==> src/rtl/mem_ctrl_pkg.sv <==
// mem_ctrl_pkg -- shared encodings for the byte-wide RAM port controller.
//   ctrl_state_e : controller FSM states (IDLE / READ / WRITE)
//   owner_e      : which pipeline stage owns the RAM port
//   SIZE_*       : access size encodings on mem_size_i (2'b11 behaves as word)
//   RD_LATENCY   : cycles from ram_addr_o to valid ram_din_i
//   size_len()   : access size -> byte count
//   load_extend(): sign/zero extension of an assembled load

package mem_ctrl_pkg;

    typedef enum logic [1:0] {
        CTRL_IDLE  = 2'd0,
        CTRL_READ  = 2'd1,
        CTRL_WRITE = 2'd2
    } ctrl_state_e;

    typedef enum logic {
        OWNER_IF  = 1'b0,
        OWNER_MEM = 1'b1
    } owner_e;

    localparam logic [1:0] SIZE_B = 2'b00;
    localparam logic [1:0] SIZE_H = 2'b01;
    localparam logic [1:0] SIZE_W = 2'b10;

    localparam int RD_LATENCY = 1;

    function automatic logic [2:0] size_len(input logic [1:0] size);
        case (size)
            SIZE_B:  return 3'd1;
            SIZE_H:  return 3'd2;
            default: return 3'd4;
        endcase
    endfunction

    function automatic logic [31:0] load_extend(input logic [31:0] raw,
                                                input logic [1:0]  size,
                                                input logic        uns);
        case (size)
            SIZE_B:  return uns ? {24'h0, raw[7:0]}  : {{24{raw[7]}}, raw[7:0]};
            SIZE_H:  return uns ? {16'h0, raw[15:0]} : {{16{raw[15]}}, raw[15:0]};
            default: return raw;
        endcase
    endfunction

endpackage

==> src/rtl/mem_ctrl_if.sv <==
// mem_ctrl_if -- bundle of every mem_ctrl signal except clk/rst.
//   IF port  : if_req_i, if_addr_i, if_flush_i -> if_done_o, if_data_o
//   MEM port : mem_req_i, mem_we_i, mem_size_i, mem_unsigned_i, mem_addr_i,
//              mem_wdata_i -> mem_done_o, mem_rdata_o
//   RAM port : ram_addr_o, ram_we_o, ram_dout_o <- ram_din_i
//   Debug    : state_o, the controller FSM state
// Handshake: a requester raises req_i with stable operands and keeps it high
// until it sees its one-cycle done_o pulse; the transfer completes in exactly
// that cycle and done_o never fires without a preceding accepted req_i.
// Modport slave is the controller; master is the pipeline + RAM side.

interface mem_ctrl_if #(
    parameter int ADDR_WIDTH = 32
);
    import mem_ctrl_pkg::*;

    logic                  if_req_i;
    logic [ADDR_WIDTH-1:0] if_addr_i;
    logic                  if_flush_i;
    logic                  if_done_o;
    logic [31:0]           if_data_o;

    logic                  mem_req_i;
    logic                  mem_we_i;
    logic [1:0]            mem_size_i;
    logic                  mem_unsigned_i;
    logic [ADDR_WIDTH-1:0] mem_addr_i;
    logic [31:0]           mem_wdata_i;
    logic                  mem_done_o;
    logic [31:0]           mem_rdata_o;

    logic [ADDR_WIDTH-1:0] ram_addr_o;
    logic                  ram_we_o;
    logic [7:0]            ram_dout_o;
    logic [7:0]            ram_din_i;

    ctrl_state_e           state_o;

    modport slave (
        input  if_req_i, if_addr_i, if_flush_i,
        output if_done_o, if_data_o,
        input  mem_req_i, mem_we_i, mem_size_i, mem_unsigned_i, mem_addr_i, mem_wdata_i,
        output mem_done_o, mem_rdata_o,
        output ram_addr_o, ram_we_o, ram_dout_o,
        input  ram_din_i,
        output state_o
    );

    modport master (
        output if_req_i, if_addr_i, if_flush_i,
        input  if_done_o, if_data_o,
        output mem_req_i, mem_we_i, mem_size_i, mem_unsigned_i, mem_addr_i, mem_wdata_i,
        input  mem_done_o, mem_rdata_o,
        input  ram_addr_o, ram_we_o, ram_dout_o,
        output ram_din_i,
        input  state_o
    );

endinterface

==> src/rtl/mem_ctrl.sv <==
// mem_ctrl -- serializes 1/2/4-byte accesses onto a byte-wide RAM and
// arbitrates that single port between instruction fetch and the MEM stage.
// Ports:
//   clk, rst : clock, synchronous active-high reset
//   bus      : mem_ctrl_if.slave (IF port, MEM port, RAM port, debug state)
// MEM requests win over IF in IDLE; an accepted transaction runs to the end
// (except an IF fetch abandoned by if_flush_i). All outputs are registered.

module mem_ctrl
    import mem_ctrl_pkg::*;
#(
    parameter int ADDR_WIDTH = 32
) (
    input  logic      clk,
    input  logic      rst,
    mem_ctrl_if.slave bus
);

    ctrl_state_e           state_q;
    owner_e                owner_q;
    logic [ADDR_WIDTH-1:0] base_q;
    logic [2:0]            len_q;
    logic [1:0]            size_q;
    logic                  uns_q;
    logic [2:0]            iss_q;     // next byte index to put on the address bus
    logic [2:0]            cap_q;     // next byte lane to capture
    logic [1:0]            lat_q;     // remaining cycles before the first read byte arrives
    logic [31:0]           asm_q;
    logic [31:0]           wdata_q;

    logic                  if_done_q;
    logic [31:0]           if_data_q;
    logic                  mem_done_q;
    logic [31:0]           mem_rdata_q;
    logic [ADDR_WIDTH-1:0] ram_addr_q;
    logic                  ram_we_q;
    logic [7:0]            ram_dout_q;

    logic                  mem_cand;
    logic                  if_cand;
    logic [31:0]           asm_d;

    // A requester still holding req_i during its own done cycle is finished,
    // not asking again.
    assign mem_cand = bus.mem_req_i && !mem_done_q;
    assign if_cand  = bus.if_req_i && !if_done_q && !bus.if_flush_i;

    // Buffer lanes fill in order and start cleared, so OR-ing the new byte in
    // is enough.
    always_comb begin
        asm_d = asm_q | (32'(bus.ram_din_i) << {cap_q[1:0], 3'b000});
    end

    always_ff @(posedge clk) begin
        if (rst) begin
            state_q     <= CTRL_IDLE;
            owner_q     <= OWNER_IF;
            base_q      <= '0;
            len_q       <= '0;
            size_q      <= '0;
            uns_q       <= 1'b0;
            iss_q       <= '0;
            cap_q       <= '0;
            lat_q       <= '0;
            asm_q       <= '0;
            wdata_q     <= '0;
            if_done_q   <= 1'b0;
            if_data_q   <= '0;
            mem_done_q  <= 1'b0;
            mem_rdata_q <= '0;
            ram_addr_q  <= '0;
            ram_we_q    <= 1'b0;
            ram_dout_q  <= '0;
        end else begin
            if_done_q  <= 1'b0;
            mem_done_q <= 1'b0;

            case (state_q)
                CTRL_IDLE: begin
                    ram_we_q <= 1'b0;
                    iss_q    <= 3'd1;
                    cap_q    <= '0;
                    lat_q    <= 2'(RD_LATENCY);
                    asm_q    <= '0;
                    if (mem_cand) begin
                        owner_q    <= OWNER_MEM;
                        base_q     <= bus.mem_addr_i;
                        len_q      <= size_len(bus.mem_size_i);
                        size_q     <= bus.mem_size_i;
                        uns_q      <= bus.mem_unsigned_i;
                        wdata_q    <= bus.mem_wdata_i;
                        ram_addr_q <= bus.mem_addr_i;
                        if (bus.mem_we_i) begin
                            ram_we_q   <= 1'b1;
                            ram_dout_q <= bus.mem_wdata_i[7:0];
                            state_q    <= CTRL_WRITE;
                        end else begin
                            state_q    <= CTRL_READ;
                        end
                    end else if (if_cand) begin
                        owner_q    <= OWNER_IF;
                        base_q     <= bus.if_addr_i;
                        len_q      <= 3'd4;
                        size_q     <= SIZE_W;
                        uns_q      <= 1'b1;
                        ram_addr_q <= bus.if_addr_i;
                        state_q    <= CTRL_READ;
                    end
                end

                CTRL_READ: begin
                    if (owner_q == OWNER_IF && bus.if_flush_i) begin
                        // Abandoned fetch: captured bytes are simply discarded.
                        state_q <= CTRL_IDLE;
                    end else begin
                        if (iss_q < len_q) begin
                            ram_addr_q <= base_q + ADDR_WIDTH'(iss_q);
                            iss_q      <= iss_q + 3'd1;
                        end
                        if (lat_q != 2'd0) begin
                            lat_q <= lat_q - 2'd1;
                        end else begin
                            asm_q <= asm_d;
                            cap_q <= cap_q + 3'd1;
                            if (cap_q == len_q - 3'd1) begin
                                state_q <= CTRL_IDLE;
                                if (owner_q == OWNER_MEM) begin
                                    mem_done_q  <= 1'b1;
                                    mem_rdata_q <= load_extend(asm_d, size_q, uns_q);
                                end else begin
                                    if_done_q <= 1'b1;
                                    if_data_q <= asm_d;
                                end
                            end
                        end
                    end
                end

                CTRL_WRITE: begin
                    if (iss_q < len_q) begin
                        ram_addr_q <= base_q + ADDR_WIDTH'(iss_q);
                        ram_dout_q <= 8'(wdata_q >> {iss_q[1:0], 3'b000});
                        ram_we_q   <= 1'b1;
                        iss_q      <= iss_q + 3'd1;
                    end else begin
                        ram_we_q   <= 1'b0;
                        mem_done_q <= 1'b1;
                        state_q    <= CTRL_IDLE;
                    end
                end

                default: begin
                    ram_we_q <= 1'b0;
                    state_q  <= CTRL_IDLE;
                end
            endcase
        end
    end

    assign bus.if_done_o   = if_done_q;
    assign bus.if_data_o   = if_data_q;
    assign bus.mem_done_o  = mem_done_q;
    assign bus.mem_rdata_o = mem_rdata_q;
    assign bus.ram_addr_o  = ram_addr_q;
    assign bus.ram_we_o    = ram_we_q;
    assign bus.ram_dout_o  = ram_dout_q;
    assign bus.state_o     = state_q;

endmodule

==> src/flat_wrapper.sv <==
// flat-port wrapper written by rule: the top's interface ports become plain ports
module mem_ctrl_flat import mem_ctrl_pkg::*;
#(
    parameter int ADDR_WIDTH = 32
)
  (clk, rst, bus_if_req_i, bus_if_addr_i, bus_if_flush_i, bus_if_done_o, bus_if_data_o, bus_mem_req_i, bus_mem_we_i, bus_mem_size_i, bus_mem_unsigned_i, bus_mem_addr_i, bus_mem_wdata_i, bus_mem_done_o, bus_mem_rdata_o, bus_ram_addr_o, bus_ram_we_o, bus_ram_dout_o, bus_ram_din_i, bus_state_o);
  mem_ctrl_if #(.ADDR_WIDTH(ADDR_WIDTH)) bus_i ();
  input  logic clk;
  input  logic rst;
  input wire logic [$bits(bus_i.if_req_i)-1:0] bus_if_req_i;
  input wire logic [$bits(bus_i.if_addr_i)-1:0] bus_if_addr_i;
  input wire logic [$bits(bus_i.if_flush_i)-1:0] bus_if_flush_i;
  output wire logic [$bits(bus_i.if_done_o)-1:0] bus_if_done_o;
  output wire logic [$bits(bus_i.if_data_o)-1:0] bus_if_data_o;
  input wire logic [$bits(bus_i.mem_req_i)-1:0] bus_mem_req_i;
  input wire logic [$bits(bus_i.mem_we_i)-1:0] bus_mem_we_i;
  input wire logic [$bits(bus_i.mem_size_i)-1:0] bus_mem_size_i;
  input wire logic [$bits(bus_i.mem_unsigned_i)-1:0] bus_mem_unsigned_i;
  input wire logic [$bits(bus_i.mem_addr_i)-1:0] bus_mem_addr_i;
  input wire logic [$bits(bus_i.mem_wdata_i)-1:0] bus_mem_wdata_i;
  output wire logic [$bits(bus_i.mem_done_o)-1:0] bus_mem_done_o;
  output wire logic [$bits(bus_i.mem_rdata_o)-1:0] bus_mem_rdata_o;
  output wire logic [$bits(bus_i.ram_addr_o)-1:0] bus_ram_addr_o;
  output wire logic [$bits(bus_i.ram_we_o)-1:0] bus_ram_we_o;
  output wire logic [$bits(bus_i.ram_dout_o)-1:0] bus_ram_dout_o;
  input wire logic [$bits(bus_i.ram_din_i)-1:0] bus_ram_din_i;
  output wire logic [$bits(bus_i.state_o)-1:0] bus_state_o;
  assign bus_i.if_req_i = bus_if_req_i;
  assign bus_i.if_addr_i = bus_if_addr_i;
  assign bus_i.if_flush_i = bus_if_flush_i;
  assign bus_if_done_o = bus_i.if_done_o;
  assign bus_if_data_o = bus_i.if_data_o;
  assign bus_i.mem_req_i = bus_mem_req_i;
  assign bus_i.mem_we_i = bus_mem_we_i;
  assign bus_i.mem_size_i = bus_mem_size_i;
  assign bus_i.mem_unsigned_i = bus_mem_unsigned_i;
  assign bus_i.mem_addr_i = bus_mem_addr_i;
  assign bus_i.mem_wdata_i = bus_mem_wdata_i;
  assign bus_mem_done_o = bus_i.mem_done_o;
  assign bus_mem_rdata_o = bus_i.mem_rdata_o;
  assign bus_ram_addr_o = bus_i.ram_addr_o;
  assign bus_ram_we_o = bus_i.ram_we_o;
  assign bus_ram_dout_o = bus_i.ram_dout_o;
  assign bus_i.ram_din_i = bus_ram_din_i;
  assign bus_state_o = bus_i.state_o;
  mem_ctrl #(.ADDR_WIDTH(ADDR_WIDTH)) u_core (.clk(clk), .rst(rst), .bus(bus_i));
endmodule
==> config.mk <==
export PLATFORM = sky130hd
export DESIGN_NAME = mem_ctrl_flat
export DESIGN_NICKNAME = d
export VERILOG_FILES = /design/src/rtl/mem_ctrl_pkg.sv /design/src/rtl/mem_ctrl_if.sv /design/src/rtl/mem_ctrl.sv /design/src/flat_wrapper.sv
export SDC_FILE = /design/constraint.sdc
export NUM_CORES = 1
export LEC_CHECK = 0
export CORE_MARGIN = 2
export CORE_UTILIZATION = 35
export DETAILED_ROUTE_END_ITERATION = 10
export SYNTH_ARGS = -nofsm -noshare
export SYNTH_HDL_FRONTEND = slang
export SYNTH_SLANG_ARGS = --single-unit
==> constraint.sdc <==
create_clock -name clk -period 2.5 [get_ports clk]
set_input_delay 0.75 -clock clk [delete_from_list [all_inputs] [get_ports clk]]
set_output_delay 0.75 -clock clk [all_outputs]
set_load 0.01 [all_outputs]
==> results of run 1 <==
power by group:
group	leakage, uW	switching (uW)	internal [uW]
clock	0.000424	1430	2350
combinational	0.00286	1200	1150
sequential	0.00180	257	3820
total	0.00508	2890	7310
state kept, by name, indices dropped and copies added, names as in the netlist, 8 cells and up:
register	flops
u_core.wdata_q	32
u_core.bus.ram_addr_o	32
u_core.bus.ram_dout_o	8
u_core.base_q	32
u_core.bus.mem_rdata_o	32
u_core.asm_q	32
u_core.bus.if_data_o	32
worst paths after layout:
check / from / endpoint / slack [ns] / cells after the start
worst max-delay path: u_core.iss_q[0] / u_core.bus.ram_addr_o[26] / 0.18 / 7
worst max register to register: u_core.iss_q[0] / u_core.bus.ram_addr_o[26] / 0.18 / 7
worst min-delay path: u_core.wdata_q[23] / u_core.wdata_q[23] / 0.45 / 2
worst min register to register: u_core.wdata_q[23] / u_core.wdata_q[23] / 0.45 / 2
routing by layer:
metal | track usage | vias to the layer above | part of all wire
met5 | 0 | - | 0.00045
met4 | 0.0385 | 2 | 0.014
met3 | 0.0386 | 36 | 0.058
met2 | 0.319 | 225 | 0.47
met1 | 0.251 | 4201 | 0.46
li1 | - | 4544 | -
stage by stage:
| step | hold slack (ns) | setup slack, ns |
|---|---|---|
| after floorplan | 0.426 | 0.418 |
| after global placement | 0.435 | -0.162 |
| after detailed placement | 0.443 | -0.198 |
| after CTS | 0.452 | 0.196 |
| after global routing | 0.464 | 0.0232 |
| final | 0.450 | 0.178 |
synth_stat cells, drive strengths merged, types with 3 or more instances:
library cell | instances | area, sq um
a211oi | 107 | 996
a21o | 4 | 30.0
a21oi | 116 | 588
a22oi | 5 | 37.5
a31o | 4 | 35.0
a31oi | 4 | 25.0
and2 | 8 | 50.1
and3 | 14 | 87.6
and4 | 5 | 43.8
buf | 36 | 223
clkbuf | 49 | 184
dfxtp | 220 | 4400
ha | 13 | 163
inv | 16 | 60.1
mux2 | 3 | 37.5
mux2i | 47 | 470
mux4 | 8 | 180
nand2 | 131 | 492
nand2b | 25 | 156
nand3 | 18 | 108
nand4 | 15 | 100
nor2 | 141 | 539
nor2b | 6 | 47.5
nor3 | 23 | 120
nor4 | 5 | 46.3
o211ai | 9 | 67.6
o21a | 5 | 37.5
o21ai | 40 | 204
o22ai | 5 | 31.3
or4 | 3 | 22.5
xnor2 | 10 | 87.6
xor2 | 14 | 123
worst min-delay path, delay by kind of cell, from the launching register on:
family             cells  cell delay, ns
and+or+nand+nor        1            0.05
DFF                    1            0.30
AOI/OAI and AO/OA      1            0.05
area by class of cell:
| cell class | count | area share |
|---|---|---|
| multi-input combinational | 815 | 0.373 |
| sequential | 220 | 0.313 |
| timing repair buffer | 303 | 0.214 |
| clock buffer | 38 | 0.0530 |
| tap | 384 | 0.0342 |
| clock inverter | 7 | 0.00783 |
| inverter | 16 | 0.00427 |
| antenna | 1 | 0.000178 |
cell families after synthesis:
family | Yosys count | share of synthesized area
mux | 58 | 0.0682
fa+ha+maj | 14 | 0.0181
compound gates | 316 | 0.222
flops | 220 | 0.436
simple gates | 402 | 0.187
xor+xnor | 25 | 0.0230
buf+inv | 101 | 0.0462
==> summary.md, run 1 <==
| Metric | Value |
|---|---|
| Drt total wl | `29,200 microns` |
| Via count | `9,008` |
| Setup Viol. Count Final | `0` |
| H-tree depth | `1` |
| # nets final | `1,508` |
| CTS Buf Count | `25` |
| Finished Layout Cells | `1,784` |
| Clk sinks | `220` |
| WL/cell | `16.4 microns` |
| DRT iter0 DRCs | `436` |
| TritonRoute pass-1 iters | `5` |
| Power density over cell area | `726 nW/um^2` |
| Vias in the first global route | `8,798` |
| Top delay family on crit path | `compound AO/OA/AOI/OAI gates` |
| Worst path max stage delay | `0.50 ns` |
| Routability cong. | `0.806` |
| Tcrit/Tclk final | `0.929` |
| Hold Vio Cnt, Final | `0` |
| Placed cell areas | `13,200 sq um` |
| Maximum ir drop on the vdd rail | `0.428 mV` |
| CTS clk-pin slew, worst paths | `0.06 ns` |
| Initial Util | `0.354` |
| Critical Path RT | `2.89 ns` |
| Register area | `4400 sq um` |
| Total Routing Usage GR | `0.189` |
| Worst skew pair latency | `0.52 ns` |
| First-pass GRT wire length | `47,000 microns` |
| Total Power | `10,200 uW` |
| CP Launch Type | `register` |
| Largest net degree at the start of global routing | `78` |
| Part of the Yosys area used for sequential elements | `0.436` |
| Die width | `174 microns` |
| Syn Inst Count | `1,136` |
| Kind of critical path | `reg2reg` |
| Fraction of registers with async set/reset | `0` |
| Fin. max-slew vios | `0` |
| Syn Std Cell Area | `10,100 sq um` |
| CTS tree | `done` |
| Worst slew pin tran | `0.809 ns` |
| Core ar. | `28,500 sq um` |
| Antenna violations before repair | `2` |
| Hpwl dp | `21,100 microns` |
| EDFF count, synth | `0` |
| Hold buffer count at CTS | `0` |
| Ys Warns | `0` |
| Die extent in y | `174 microns` |
| I/O Buffers | `221` |
| Arr. time, crit path | `2.71 ns` |
| Avg Cell Area, Syn | `8.89 sq um` |
| Num ports | `222` |
| Row count | `62` |
| Drc violations | `0` |
| Inst Count DP | `1,738` |
| Buf+Inv Stages, Crit Path | `0` |
| Footprint of the multi-input gates | `5250 sq um` |
| Clk root buf | `clkbuf_16` |
| Grt ovf | `0` |
| DIE AREA | `30,200 sq um` |
| TNS Setup | `0 ns` |
| Final ANT Viol Nets | `0` |
| Max Clock Freq | `431 MHz` |
| Via density | `5.05` |
| Area Overhead vs Synth | `39.2%` |
| Critical Path Most Common Cell | `a21oi_1` |
| End-of-flow core utilization | `0.492` |
| CP endpoint kind | `register` |
| Max cap viols | `0` |
| Leakage | `0.00508 uW` |
| Fill count | `2,755` |
| CTS Buffer Depth | `3` |
| Final instance area | `14,100 sq um` |
| Worst Path Max Fanout | `10` |
| Status | `finished clean` |
| Postcts setup bufs | `0` |
| Slew margin rel. | `0.461` |
| Worst path cell trace | `ha_1 -> fa_1 -> a21oi_1 -> nor4_4 -> and4_1 -> o21ai_0 -> a21oi_1` |
| Netlist cell types | `74` |
| Max stage delay cell, worst path | `a21oi_1` |
| Worst Hold Class | `reg2reg` |
| Share of layout cells above drive strength 1 | `0.139` |
| Skew final | `0.0130 ns` |
| Top_reg_cell synth | `dfxtp_1` |
| Seq cells post-synth | `220` |
| Post-cts sizing count | `0` |
| Fin crit period | `2.32 ns` |
| Most frequent cells in the layout | `clkdlybuf4s50_1 (220), dfxtp_1 (220), nor2_1 (138), nand2_1 (131), a21oi_1 (114)` |
| RSZ-0062 raised after global routing | `false` |
| Synthesized Nets | `1,263` |
(Power assumes the default switching activity.)
==> run 2: changes to the inputs <==
CORE_UTILIZATION = 50   (was 35)
PLACE_DENSITY = 0.79   (was unset)
==> summary.md, run 2 (same netlist as run 1, synthesis figures left out) <==
| Metric | Value |
|---|---|
| Status | `finished clean` |
| CP endpoint kind | `register` |
| Worst r2r path cells | `8 (+1)` |
| Drt total wl | `27,900 microns (-4.4%)` |
| ANT cells | `0 (-1)` |
| Area Overhead vs Synth | `34.7%` |
| Largest net degree at the start of global routing | `89 (+14%)` |
| First-pass GRT wire length | `46,000 microns (-2.2%)` |
| R2r endpoint | `u_core.bus.mem_rdata_o[14]` |
| Grt ovf | `0 (unchanged)` |
| Drc violations | `0 (unchanged)` |
| Initial Util | `0.514 (+0.160)` |
| Fin. max-slew vios | `0 (unchanged)` |
| I/O Buffers | `221 (unchanged)` |
| Vias in the first global route | `9,134 (+3.8%)` |
| Max Clock Freq | `436 MHz (+1.2%)` |
| Routability cong. | `0.862 (+7.0%)` |
| Die width | `146 microns (-16%)` |
| CTS Buf Count | `23 (-8.0%)` |
| Launching point of the worst reg2reg path | `u_core.len_q[0]` |
| Total Routing Usage GR | `0.258 (+0.0688)` |
| Leakage | `0.00492 uW (-3.1%)` |
| Skew final | `0.0166 ns (+0.00361 ns)` |
| Postcts setup bufs | `0 (unchanged)` |
| Core ar. | `19,700 sq um (-31%)` |
| CTS tree | `done` |
| Finished Layout Cells | `1,643 (-7.9%)` |
| Critical Path RT | `2.91 ns (+0.02 ns)` |
| Worst setup path end | `u_core.bus.mem_rdata_o[14]` |
| CP Launch Type | `register` |
| Kind of critical path | `reg2reg` |
| Num ports | `222 (unchanged)` |
| R2R Setup Slk | `0.21 ns (+0.03 ns)` |
| Worst skew pair latency | `0.51 ns (about the same)` |
| # nets final | `1,490 (-1.2%)` |
| Antenna violations before repair | `1 (-1)` |
| Post-cts sizing count | `0 (unchanged)` |
| Clk root buf | `clkbuf_16` |
| Max cap viols | `0 (unchanged)` |
| H-tree depth | `1 (unchanged)` |
| RSZ-0062 raised after global routing | `false` |
| Setup Viol. Count Final | `0 (unchanged)` |
| CTS Buffer Depth | `3 (unchanged)` |
| CP startpoint | `u_core.len_q[0]` |
| Hold Vio Cnt, Final | `0 (unchanged)` |
| Share of layout cells above drive strength 1 | `0.126 (-0.0131)` |
| Hpwl dp | `20,000 microns (-5.1%)` |
| Die extent in y | `146 microns (-16%)` |
| Inst Count DP | `1,603 (-7.8%)` |
| Hold buffer count at CTS | `0 (unchanged)` |
| Maximum ir drop on the vdd rail | `0.485 mV (+13%)` |
| Total Power | `9700 uW (-4.9%)` |
| WL/cell | `17.0 microns (+3.8%)` |
| DIE AREA | `21,300 sq um (-29%)` |
| DRT iter0 DRCs | `684 (+57%)` |
| Row count | `51 (-18%)` |
| Worst Hold Class | `reg2reg` |
| Clk sinks | `220 (unchanged)` |
| CTS clk-pin slew, worst paths | `0.06 ns (about the same)` |
| Power density over cell area | `713 nW/um^2 (-1.8%)` |
| Worst Path Max Fanout | `22 (+12)` |
| Most frequent cells in the layout | `clkdlybuf4s50_1 (220), dfxtp_1 (220), nor2_1 (138), nand2_1 (131), a21oi_1 (114)` |
| Worst slew pin tran | `0.976 ns (+0.167 ns)` |
| Via count | `9,220 (+2.4%)` |
| Via density | `5.61 (+11%)` |
| TritonRoute pass-1 iters | `7 (+2)` |
| Final ANT Viol Nets | `0 (unchanged)` |
| Arr. time, crit path | `2.70 ns (about the same)` |
| Fin crit period | `2.29 ns (-0.0278 ns)` |
| Fill count | `1,557 (-43%)` |
| Slew margin rel. | `0.350 (-0.111)` |
| Tcrit/Tclk final | `0.918 (-0.0111)` |
run 2: changes by cell type in the layout (fill, tap and decap cells not counted), moves of 2 or more:
cell,previous run,this run
buf_12,14,9
buf_4,68,57
bufinv_16,3,1
clkbuf_16,25,23
run 2: layout make-up:
class | count | area (sq um) | share of cell area
inverter | 16 | 60.1 | 0.00442
timing repair buffer | 287 | 2820 | 0.207
sequential | 220 | 4400 | 0.324
multi-input combinational | 815 | 5250 | 0.386
clock buffer | 35 | 681 | 0.0500
clock inverter | 5 | 53.8 | 0.00396
tap | 265 | 332 | 0.0244
run 2: critical path: stages, from the launching register on:
cell and delay [ns]:
dfxtp_1 0.38, inv_1 0.06, ha_1 0.30, xor2_1 0.14, nand4_1 0.29, nor2_4 0.37
buf_4 0.33, nor2_1 0.08, a211oi_1 0.24
run 2: worst min path at each step:
stage	from	endpoint	slack, ns	cells past startpoint
after floorplan	u_core.asm_q[10]	u_core.asm_q[10]	0.43	2
after global routing	u_core.wdata_q[27]	u_core.wdata_q[27]	0.47	2
final	u_core.wdata_q[8]	u_core.wdata_q[8]	0.45	2
after CTS	u_core.wdata_q[8]	u_core.wdata_q[8]	0.45	2
after global placement	u_core.asm_q[16]	u_core.asm_q[16]	0.44	2
after detailed placement	u_core.asm_q[16]	u_core.asm_q[16]	0.44	2
run 2: per-stage QoR:
stage          setup slack [ns]  cell area (sq um)   util  setup TNS, ns  hold WS (ns)
3_5_place_dp            -0.0741              12900  0.655         -0.763         0.443
4_1_cts                   0.191              13600  0.692              0         0.454
2_1_floorplan             0.418              10100      -              0         0.426
3_3_place_gp            -0.0105              12900  0.655        -0.0105         0.435
6_report                  0.205              13600  0.692              0         0.452
5_1_grt                  0.0132              13600  0.692              0         0.468
run 2: per-layer routing:
layer	vias up	wire [microns]	GRT usage
li1	4501	-	-
met1	4355	12000	0.330
met2	318	13300	0.441
met3	44	1970	0.0581
met4	2	614	0.0689
met5	-	13	0
run 2: power by group:
group | switching [uW] | internal (uW)
clock network | 1370 | 1970
registers | 254 | 3820
logic | 1190 | 1090
==> run 3: changes to the inputs <==
CORE_UTILIZATION = 46   (was 50)
PLACE_DENSITY = 0.77   (was 0.79)
clock period = 2 ns   (was 2.5 ns; I/O delays follow)
==> summary.md, run 3 (same netlist as run 1, synthesis figures left out) <==
| Metric | Value |
|---|---|
| Status | `finished, violations left` |
| Num ports | `222 (unchanged)` |
| Clk sinks | `220 (unchanged)` |
| Setup Viol. Count Final | `43 (+43)` |
| Max stage delay cell, worst path | `dfxtp_2` |
| Total Routing Usage GR | `0.244 (-0.0143)` |
| Worst Path Max Fanout | `12 (-45%)` |
| Die extent in y | `152 microns (+4.1%)` |
| Critical Path RT | `2.41 ns (-0.50 ns)` |
| H-tree depth | `1 (unchanged)` |
| Die width | `152 microns (+4.1%)` |
| Total Power | `12,800 uW (+32%)` |
| Antenna violations before repair | `2 (+1)` |
| Share of layout cells above drive strength 1 | `0.225 (+0.0986)` |
| Routability cong. | `0.865 (+0.32%)` |
| CP endpoint kind | `register` |
| Failing checks | `setup timing` |
| Fill count | `1,642 (+5.5%)` |
| Drc violations | `0 (unchanged)` |
| Grt ovf | `0 (unchanged)` |
| Inst Count DP | `1,707 (+6.5%)` |
| End-of-flow core utilization | `0.690 (-0.00238)` |
| Top delay family on crit path | `buffers and inverters` |
| Worst path cell trace | `inv_2 -> ha_4 -> xor2_1 -> nand4_1 -> buf_4 -> nor2_4 -> buf_6 -> buf_16 -> nor2_1 -> a211oi_1` |
| Kind of critical path | `reg2reg` |
| Power density over cell area | `858 nW/um^2 (+20%)` |
| CTS tree | `done` |
| Leakage | `0.00652 uW (+33%)` |
| Hold buffer count at CTS | `0 (unchanged)` |
| # nets final | `1,603 (+7.6%)` |
| Tcrit/Tclk final | `1.05 (+0.135)` |
| Drt total wl | `31,300 microns (+12%)` |
| TritonRoute pass-1 iters | `5 (-2)` |
| Via count | `9,805 (+6.3%)` |
| DIE AREA | `23,200 sq um (+8.5%)` |
| First-pass GRT wire length | `47,300 microns (+2.9%)` |
| Area Overhead vs Synth | `48.1%` |
| Via density | `5.52 (-1.6%)` |
| Commonest non-fill, non-tap cell in the layout | `dfxtp_1` |
| Skew final | `0.00968 ns (-0.00690 ns)` |
| Fin. max-slew vios | `0 (unchanged)` |
| DRT iter0 DRCs | `533 (-22%)` |
| Finished Layout Cells | `1,776 (+8.1%)` |
| Minimum hold slack | `0.325 ns (-0.127 ns)` |
| Largest net degree at the start of global routing | `101 (+13%)` |
| Most frequent cells in the layout | `dfxtp_1 (213), buf_4 (147), nor2_1 (130), nand2_1 (129), a21oi_1 (112)` |
| RSZ-0062 raised after global routing | `true` |
| I/O Buffers | `221 (unchanged)` |
| CTS Buf Count | `24 (+4.3%)` |
| Footprint of the multi-input gates | `5500 sq um (+4.9%)` |
| Hpwl dp | `20,700 microns (+3.4%)` |
| Worst Hold Class | `in2reg` |
| Hold Vio Cnt, Final | `0 (unchanged)` |
| Worst skew pair latency | `0.52 ns (about the same)` |
| Slew margin rel. | `0.587 (+0.238)` |
| Row count | `54 (+5.9%)` |
| CP Launch Type | `register` |
| Vias in the first global route | `9,526 (+4.3%)` |
| Final ANT Viol Nets | `0 (unchanged)` |
| CTS Buffer Depth | `3 (unchanged)` |
| Register area | `4420 sq um (+0.26%)` |
| Clk root buf | `clkbuf_16` |
| Core ar. | `21,700 sq um (+10%)` |
| WL/cell | `17.6 microns (+3.7%)` |
| Final worst slack | `-0.106 ns (-0.312 ns)` |
| Buf+Inv Stages, Crit Path | `4 (+2)` |
| Worst slew pin tran | `0.619 ns (-0.356 ns)` |
| Max Clock Freq | `475 MHz (+8.9%)` |
| Arr. time, crit path | `2.52 ns (-0.18 ns)` |
| Fin crit period | `2.11 ns (-0.188 ns)` |
| CTS clk-pin slew, worst paths | `0.06 ns (about the same)` |
| Max cap viols | `0 (unchanged)` |
| Initial Util | `0.466 (-0.0482)` |
| Worst path max stage delay | `0.35 ns (-0.03 ns)` |
| Maximum ir drop on the vdd rail | `0.500 mV (+3.0%)` |
run 3: changes by cell type in the layout (fill, tap and decap cells not counted), moves of 12 or more:
cell	delta
dlygate4sd2_1	+76
a211oi_2	+12
buf_4	+90
clkdlybuf4s50_1	-109
a211oi_1	-12
dlymetal6s2s_1	+33
buf_6	+12
run 3: path summary, 6_finish.rpt:
check,from,end,slack (ns),depth (start not counted)
worst max-delay path,u_core.len_q[1],u_core.bus.mem_rdata_o[16],-0.11,10
worst min-delay path,rst,u_core.bus.state_o[1],0.33,2
worst max register to register,u_core.len_q[1],u_core.bus.mem_rdata_o[16],-0.11,10
worst min register to register,u_core.asm_q[22],u_core.asm_q[22],0.45,2
run 3: layer usage:
metal / vias up / wire [microns] / share of wire / GRT usage
met5: - / 0 / 0 / 0
li1: 4749 / - / - / -
met4: 0 / 995 / 0.032 / 0.0850
met1: 4580 / 12300 / 0.39 / 0.294
met3: 68 / 2320 / 0.074 / 0.0461
met2: 408 / 15600 / 0.50 / 0.434
run 3: through the flow:
step | setup slack (ns) | setup TNS, ns | cell area [sq um]
detailed placement | -0.451 | -54.73 | 13600
global route | -0.136 | -6.50 | 15000
global placement | -0.420 | -47.67 | 13600
floorplan | 0.0284 | 0 | 10100
finish | -0.106 | -0.832 | 15000
CTS | -0.0252 | -0.0785 | 14400
run 3: cell type report:
type	count	area share
inverters	16	0.00402
repair buffers	398	0.255
diodes	2	0.000335
clock buffers	36	0.0493
clock inverters	8	0.00519
flip-flops and latches	220	0.295
multi-input cells	816	0.368
well taps	280	0.0234
run 3: report_power, final:
group	internal, uW	total [uW]	switching, uW
combinational	1580	3260	1670
sequential	4770	5090	315
clock	2680	4490	1820
run 3: timing repair:
item	4_1_cts	5_1_grt
gates cloned	2	7
pin swaps	5	23
resized for setup	98	89
endpoints found under the setup margin	131	140
setup buffers	6	10
